### src/rtl/stream_pkg.sv
// Shared stream helpers: beat-counter width function and the valid/ready pair type,
// reused by both the serializer and the companion deserializer.
package stream_pkg;

  typedef struct packed {
    logic valid;
    logic ready;
  } stream_hs_t;

  // Counter width for a given beat ratio; never narrower than one bit.
  function automatic int beat_cnt_bit(input int ratio);
    return (ratio <= 2) ? 1 : $clog2(ratio);
  endfunction

endpackage

### src/rtl/stream_serializer_if.sv
// Handshake bundle for stream_serializer: wide input stream plus narrow output stream.
// o_output_last is present only when STREAM_SER_LAST_EN is defined.
interface stream_serializer_if #(
  parameter int WIDTH = 8,
  parameter int RATIO = 4
);
  logic                     o_input_ready;
  logic                     i_input_valid;
  logic [WIDTH*RATIO-1:0]   i_input_data;
  logic                     i_output_ready;
  logic                     o_output_valid;
  logic [WIDTH-1:0]         o_output_data;
`ifdef STREAM_SER_LAST_EN
  logic                     o_output_last;
`endif

  modport slave (
    output o_input_ready,
    input  i_input_valid,
    input  i_input_data,
    input  i_output_ready,
    output o_output_valid,
    output o_output_data
`ifdef STREAM_SER_LAST_EN
    , output o_output_last
`endif
  );

  modport master (
    input  o_input_ready,
    output i_input_valid,
    output i_input_data,
    output i_output_ready,
    input  o_output_valid,
    input  o_output_data
`ifdef STREAM_SER_LAST_EN
    , input o_output_last
`endif
  );

endinterface

### src/rtl/stream_beat_counter.sv
// Beat index counter: clear has priority, inc wraps to zero after RATIO-1.
module stream_beat_counter #(
  parameter int RATIO   = 4,
  parameter int CNT_BIT = 2
) (
  input  logic               i_clk,
  input  logic               i_reset,
  input  logic               i_inc,
  input  logic               i_clear,
  output logic [CNT_BIT-1:0] o_cnt,
  output logic               o_wrap
);

  logic [CNT_BIT-1:0] cnt_reg, cnt_next;

  assign o_cnt  = cnt_reg;
  assign o_wrap = (cnt_reg == CNT_BIT'(RATIO - 1));

  always_comb begin
    cnt_next = cnt_reg;
    if (i_clear) begin
      cnt_next = '0;
    end else if (i_inc) begin
      cnt_next = o_wrap ? '0 : cnt_reg + 1'b1;
    end
  end

  always_ff @(posedge i_clk or negedge i_reset) begin
    if (!i_reset) begin
      cnt_reg <= '0;
    end else begin
      cnt_reg <= cnt_next;
    end
  end

endmodule

### src/rtl/stream_serializer.sv
// Wide-to-narrow stream serializer: one WIDTH*RATIO word out as RATIO beats, LSB slice first.
// Optional o_output_last frame marker enabled by defining STREAM_SER_LAST_EN.
module stream_serializer
  import stream_pkg::*;
#(
  parameter int WIDTH   = 8,
  parameter int RATIO   = 4,
  parameter int CNT_BIT = beat_cnt_bit(RATIO)
) (
  input  logic                 i_clk,
  input  logic                 i_reset,
  stream_serializer_if.slave   s
);

  logic [WIDTH*RATIO-1:0] buf_reg;
  logic                   full_reg, full_next;
  logic [CNT_BIT-1:0]     cnt;
  logic                   last_beat;
  logic                   input_ready;
  logic                   wr_en, rd_en;
  stream_hs_t             in_hs, out_hs;
  logic [WIDTH-1:0]       slice [RATIO];

  assign out_hs      = '{valid: full_reg, ready: s.i_output_ready};
  assign rd_en       = out_hs.valid & out_hs.ready;
  // Refill is allowed in the same cycle the final beat drains, so ready follows i_output_ready.
  assign input_ready = !full_reg | (rd_en & last_beat);
  assign in_hs       = '{valid: s.i_input_valid, ready: input_ready};
  assign wr_en       = in_hs.valid & in_hs.ready;

  stream_beat_counter #(
    .RATIO   (RATIO),
    .CNT_BIT (CNT_BIT)
  ) u_beat_counter (
    .i_clk   (i_clk),
    .i_reset (i_reset),
    .i_inc   (rd_en),
    .i_clear (wr_en | (rd_en & last_beat)),
    .o_cnt   (cnt),
    .o_wrap  (last_beat)
  );

  always_comb begin
    full_next = full_reg;
    if (wr_en) begin
      full_next = 1'b1;
    end else if (rd_en & last_beat) begin
      full_next = 1'b0;
    end
  end

  always_ff @(posedge i_clk or negedge i_reset) begin
    if (!i_reset) begin
      full_reg <= 1'b0;
    end else begin
      full_reg <= full_next;
    end
  end

  // Hold register is pure datapath; full_reg qualifies it.
  always_ff @(posedge i_clk) begin
    if (wr_en) begin
      buf_reg <= s.i_input_data;
    end
  end

  for (genvar gi = 0; gi < RATIO; gi++) begin : g_slice
    assign slice[gi] = buf_reg[gi*WIDTH +: WIDTH];
  end

  assign s.o_input_ready  = input_ready;
  assign s.o_output_valid = full_reg;
  assign s.o_output_data  = slice[cnt];
`ifdef STREAM_SER_LAST_EN
  assign s.o_output_last  = full_reg & last_beat;
`endif

endmodule

### src/flat_wrapper.sv
// flat-port wrapper written by rule: the top's interface ports become plain ports
module stream_serializer_flat import stream_pkg::*;
#(
  parameter int WIDTH   = 8,
  parameter int RATIO   = 4,
  parameter int CNT_BIT = beat_cnt_bit(RATIO)
)
  (i_clk, i_reset, s_o_input_ready, s_i_input_valid, s_i_input_data, s_i_output_ready, s_o_output_valid, s_o_output_data);
  stream_serializer_if #(.WIDTH(WIDTH), .RATIO(RATIO)) s_i ();
  input  logic i_clk;
  input  logic i_reset;
  output wire logic [$bits(s_i.o_input_ready)-1:0] s_o_input_ready;
  input wire logic [$bits(s_i.i_input_valid)-1:0] s_i_input_valid;
  input wire logic [$bits(s_i.i_input_data)-1:0] s_i_input_data;
  input wire logic [$bits(s_i.i_output_ready)-1:0] s_i_output_ready;
  output wire logic [$bits(s_i.o_output_valid)-1:0] s_o_output_valid;
  output wire logic [$bits(s_i.o_output_data)-1:0] s_o_output_data;
  assign s_o_input_ready = s_i.o_input_ready;
  assign s_i.i_input_valid = s_i_input_valid;
  assign s_i.i_input_data = s_i_input_data;
  assign s_i.i_output_ready = s_i_output_ready;
  assign s_o_output_valid = s_i.o_output_valid;
  assign s_o_output_data = s_i.o_output_data;
  stream_serializer #(.WIDTH(WIDTH), .RATIO(RATIO), .CNT_BIT(CNT_BIT)) u_core (.i_clk(i_clk), .i_reset(i_reset), .s(s_i));
endmodule
### config.mk
export PLATFORM = sky130hd
export DESIGN_NAME = stream_serializer_flat
export DESIGN_NICKNAME = d
export VERILOG_FILES = /design/src/rtl/stream_pkg.sv /design/src/rtl/stream_serializer_if.sv /design/src/rtl/stream_beat_counter.sv /design/src/rtl/stream_serializer.sv /design/src/flat_wrapper.sv
export SDC_FILE = /design/constraint.sdc
export NUM_CORES = 1
export LEC_CHECK = 0
export ABC_AREA = 1
export BUFFER_PORTS_ARGS = -buffer_cell sky130_fd_sc_hd__buf_2
export CAP_MARGIN = 20
export CORE_MARGIN = 2
export CORE_UTILIZATION = 45
export DETAILED_ROUTE_END_ITERATION = 8
export HOLD_SLACK_MARGIN = 0.15
export PLACE_DENSITY = 0.8
export SYNTH_ARGS = -nofsm -noshare
export SYNTH_HDL_FRONTEND = slang
export SYNTH_SLANG_ARGS = --single-unit
export TNS_END_PERCENT = 5
### constraint.sdc
create_clock -name i_clk -period 2.6 [get_ports i_clk]
set_input_delay 0.26 -clock i_clk [delete_from_list [all_inputs] [get_ports i_clk]]
set_output_delay 0.26 -clock i_clk [all_outputs]
set_load 0.02 [all_outputs]
Word level (Yosys, flattened, before mapping)
Index checks and enable logic that the tools add are counted.
{ "totals": {"reg_bits": 35} }
{ "classes": {"n_eq_ne": 1, "n_lt_le_gt_ge": 1, "muxes": 8, "add_sub_neg": 1, "bitwise_logic": 6, "reduce_logical": 3} }
{ "ops": {"columns": ["cell", "count"], "rows": [
  ["binary-select mux 8 bit (select 2 bit)", 1],
  ["two-way mux 8 bit", 2],
  ["two-way mux 2 bit", 3],
  ["nonzero test 2 bit", 2],
  ["bitwise AND 1 bit", 3],
  [">= comparator 3 bit, second input constant", 1],
  ["NOT 2 -> 3 bit", 1],
  ["adder 2 x 1 -> 2 bit, second input constant", 1],
  ["== test 2 bit, second input constant", 1],
  ["two-way mux 1 bit", 2],
  ["bitwise OR 1 bit", 2],
  ["zero test 1 bit", 1]
]} }

Logic depth before layout (Yosys ltp)
{ "depth": {"depth_word": 6, "depth_mapped": 5, "mapped_depth_nobuf": 5} }

Hierarchy
A second synthesis with hierarchy kept.
{ "hier_totals": {"hier_cells": 148, "area_unflattened_um2": 1521.5} }
{ "modules_own_cells": {"columns": ["module", "area_per_inst_um2", "cells_each", "instances"], "rows": [
  ["stream_serializer", 1420.1, 136, 1],
  ["stream_beat_counter", 101.3, 12, 1]
]} }

Worst setup path before layout
OpenSTA, ideal clock, no wires.
{ "synth_path": {"kind": "flip-flop to flip-flop", "startpoint": "register u_core.full_reg, in the netlist u_core.s.o_output_valid", "endpoint": "register u_core.buf_reg[0], enable pin", "t_required_ns": 2.168, "path_buffers": 0, "path_slack_ns": -0.128, "t_arrival_ns": 2.296, "stages_incl_launch_ff": 3, "path_cell_list": "dfrtp_1 -> nand3_1 -> a21oi_1"} }
{ "synth_between": {"elab_chain_cells": 4, "word_cells_on_any_way": 5} }
{ "synth_rtl": {"columns": ["element", "line", "text"], "rows": [
  ["start: declaration", "stream_serializer.sv:16", "logic full_reg, full_next;"],
  ["start signal: assignment", "stream_serializer.sv:56", "full_reg <= full_next;"],
  ["bitwise AND 1 bit", "stream_serializer.sv:25", "assign rd_en = out_hs.valid & out_hs.ready;"],
  ["bitwise AND 1 bit", "stream_serializer.sv:27", "assign input_ready = !full_reg | (rd_en & last_beat);"],
  ["bitwise OR 1 bit (*)", "stream_serializer.sv:27", null],
  ["bitwise AND 1 bit (*)", "stream_serializer.sv:29", "assign wr_en = in_hs.valid & in_hs.ready;"],
  ["end signal: assignment", "stream_serializer.sv:63", "buf_reg <= s.i_input_data;"],
  ["end: declaration", "stream_serializer.sv:15", "logic [WIDTH*RATIO-1:0] buf_reg;"]
]} }
Every way passes the cells marked *; elsewhere a longest branch is shown, timed or not.
A chain may end at the register's enable or synchronous reset.

Worst setup path in the final report
{ "layout_path": {"startpoint": "register u_core.u_beat_counter.cnt_reg[0], in the netlist u_core.u_beat_counter.o_cnt[0]", "endpoint": "output s_o_output_data[1]"} }
{ "layout_between": {"elab_chain_cells": 4} }
{ "layout_rtl": {"columns": ["element", "line", "text"], "rows": [
  ["start: declaration", "stream_beat_counter.sv:14", "logic [CNT_BIT-1:0] cnt_reg, cnt_next;"],
  ["start signal: assignment", "stream_beat_counter.sv:32", "cnt_reg <= cnt_next;"],
  ["NOT 2 -> 3 bit (implied by the code)", "stream_serializer.sv:73", "assign s.o_output_data = slice[cnt];"],
  ["binary-select mux 8 bit (select 2 bit)", "stream_serializer.sv:73", null],
  ["two-way mux 8 bit (implied by the code) (2 in series)", "stream_serializer.sv:73", null],
  ["end: declaration", "flat_wrapper.sv:17", "output wire logic [$bits(s_i.o_output_data)-1:0] s_o_output_data;"]
]} }
No other way between the ends. The select of a mux whose other input is x is not followed.

==> key figures <==
Pwr
  • Power per Cell Area: between 700 and 800 mW/mm²
  • Pleak: around 1 nW
  • Max IR drop VDD: 0.5212 mV

Floorplan
  • Std-Cell Core Area: about 0.0031 mm²
  • Die height: 61.79 µm
  • IO Count: 46
  • Site row count: 20
  • Die area: around 0.0038 mm²
  • Initial Util: 48.43%
  • Die W: between 60 and 70 µm

Layout
  • Syn-to-layout area delta: 43.71%
  • Multi-input gate area: 326.6 µm²
  • FF+latch area: just over 0.001 mm²
  • Number of antenna diodes: 0
  • Final Net Count: 260
  • Leading cell type in the layout, fill and taps excluded: buf_2
  • Commonest non-fill, non-tap cells in the layout: buf_2, nand2_1, dlygate4sd3_1
  • FILL cells: 249
  • Ratio of cells with drive above 1 in the final layout: between 20 and 30%
  • Non-filler instance count after layout: around 270
  • Number of flip-flops in the largest register: 32

Routing
  • DRT iter0 DRCs: 33
  • Met3 Wirelength: approximately 200 µm
  • WL per Instance: about 12 µm
  • Max Used Layer: met4
  • Final wirelength: approximately 3200 µm
  • Via count: ~1200
  • Drt pass-1 iters: 4
  • Metal2 WL: 1640 µm
  • Vias/cell: about 4.6
  • M1 WL: around 1300 µm
  • ANT nets after route: 0
  • # DRC: 0

Synthesis
  • Synth Area in Compound Gates: less than 1%
  • Average size of a mapped cell: 10.81 µm²
  • Post-synthesis simple-gate area fraction: 19.98%
  • Yosys warns: 0
  • Post-synthesis sequential area ratio: 68.94%
  • Largest family of logic cells by synthesized area: simple AND/OR/NAND/NOR gates
  • Multiplexer share of the synthesized area: 0%
  • Adder-cell share of the synthesized area: 0.8326%
  • Distinct cells, synth: 14
  • Synth Register Bits: 35
  • Cells after Synth: roughly 140
  • Mapped Nets: approximately 180
  • Cell Area, Synth: about 0.0015 mm²
  • Synth Area in XOR/XNOR: 0%

Timing
  • RSZ-0062 raised after global routing: false
  • Slew @ Worst Pin: just over 400 ps
  • Skew final: roughly 4 ps
  • Fmax: roughly 460 MHz
  • Final setup margin: roughly 430 ps
  • Hold Fails Final Rpt: 0
  • Tcrit/Tclk final: a little over four fifths
  • Min Tclk post-route: 2168 ps
  • Max-slew violation count: 0
  • Setup total negative slack: 0 ps
  • Count of final setup violators: 0
  • Headroom to the max-slew limit: ~73%

Setup path
  • Worst Path Required: roughly 2300 ps
  • Crit Path Class: register to output port
  • Arrival time at the worst endpoint: approximately 1900 ps
  • Worst-path fanout max: 15
  • Crit path capture type: output port
  • Critical Path Source Type: register

Placed design
  • Dpl ws: between 800 and 900 ps
  • GPL Wtd Cong: between 0.7 and 0.8
  • # placed instances: 226
  • Port Buffer Count: 45
  • Dpl hpwl: 1855 µm

Clock network
  • Post-CTS Setup Inserts: 0
  • CTS root buf: clkbuf_4
  • CTS tree: done
  • Clock slew at reported path FFs: ~100 ps
  • CTS Hold Bufs: 34
  • Maximum buffer depth of the clock tree: 2
  • H-tree levels: 2
  • Post-CTS sizing: 0
  • Clock Sinks: 35
  • Later-pin clock latency in the skew report: 340 ps
  • CTS Buf Count: 5

Global routing
  • First-pass GRT wire length: 4830 µm
  • Total gr overflow: 0
  • Vias in the first global route: roughly 1200
  • Initial antenna violation count: 0
  • All-layer global routing usage: a little under a fifth
  • Largest net degree at the start of global routing: 33

Flow run
  • Max cap viols: 0

Hold path
  • Hold Path Class: input port to register

Run status
  • Outcome: finished, final reports clean
==> power by group <==
group / total, W / switching (W) / internal, W
clock: 0.000279 / 0.000178 / 0.000101
sequential: 0.000763 / 0.0000660 / 0.000697
combinational: 0.000658 / 0.000407 / 0.000251
==> layer usage <==
layer | track usage [%] | vias to the layer above
met2 | 31.58 | 44
met5 | 0 | -
li1 | - | 609
met4 | 4.863 | 0
met3 | 6.418 | 4
met1 | 21.20 | 572
==> worst max-delay path, stage by stage (launching register included) <==
cell      delay [ps]
dfrtp_1          580
buf_4            260
clkinv_1         250
nand2_1          140
nand3_1           70
nand2_1          100
buf_2            170
==> synthesized netlist by cell type <==
cell type / count / area (µm²)
a21oi_1: 2 / 10.01
buf_2: 1 / 5.000
buf_4: 1 / 7.510
buf_6: 2 / 22.52
clkinv_1: 1 / 3.750
dfrtp_1: 3 / 75.07
edfxtp_1: 32 / 960.9
ha_1: 1 / 12.51
inv_1: 28 / 105.1
nand2_1: 39 / 146.4
nand3_1: 20 / 100.1
nor2_1: 1 / 3.750
or2_0: 3 / 18.77
or2_2: 5 / 31.28
==> layout make-up <==
type | instances | share of cell area [%]
multi-input cells | 71 | 15.12
clock inverters | 3 | 0.6952
repair buffers | 81 | 26.88
flip-flops and latches | 35 | 47.97
inverters | 29 | 5.041
clock buffers | 5 | 1.738
well taps | 44 | 2.549
==> metrics by stage <==
stage	power, W	area, µm²	util [%]	hold slack, ps
after global placement	0.001369	1767	56.94	61.24
after detailed placement	0.001383	1767	56.94	64.09
final	0.001699	2160	69.60	209.9
after CTS	0.001698	2160	69.60	187.9
after floorplan	0.001220	1506	-	-35.59
after global routing	0.001813	2160	69.60	196.4
==> path summary, 6_finish.rpt <==
path / slack [ps] / to / depth (start not counted) / from
max: 430 / s_o_output_data[1] / 6 / u_core.u_beat_counter.o_cnt[0]
min: 210 / u_core.u_beat_counter.o_cnt[0] / 3 / s_i_output_ready
max reg2reg: 770 / u_core.buf_reg[4] / 4 / u_core.u_beat_counter.o_cnt[1]
min reg2reg: 660 / u_core.s.o_output_valid / 2 / u_core.s.o_output_valid
max in group asynchronous: 2250 / u_core.u_beat_counter.o_cnt[0] / 2 / i_reset
min in group asynchronous: 230 / u_core.s.o_output_valid / 2 / i_reset
==> cells by family after synthesis <==
family | after synthesis
buffers and inverters | 33
adders and majority gates | 1
DFF | 35
AOI/OAI and AO/OA | 2
and+or+nand+nor | 68
Power figures use the tool's default switching activity.
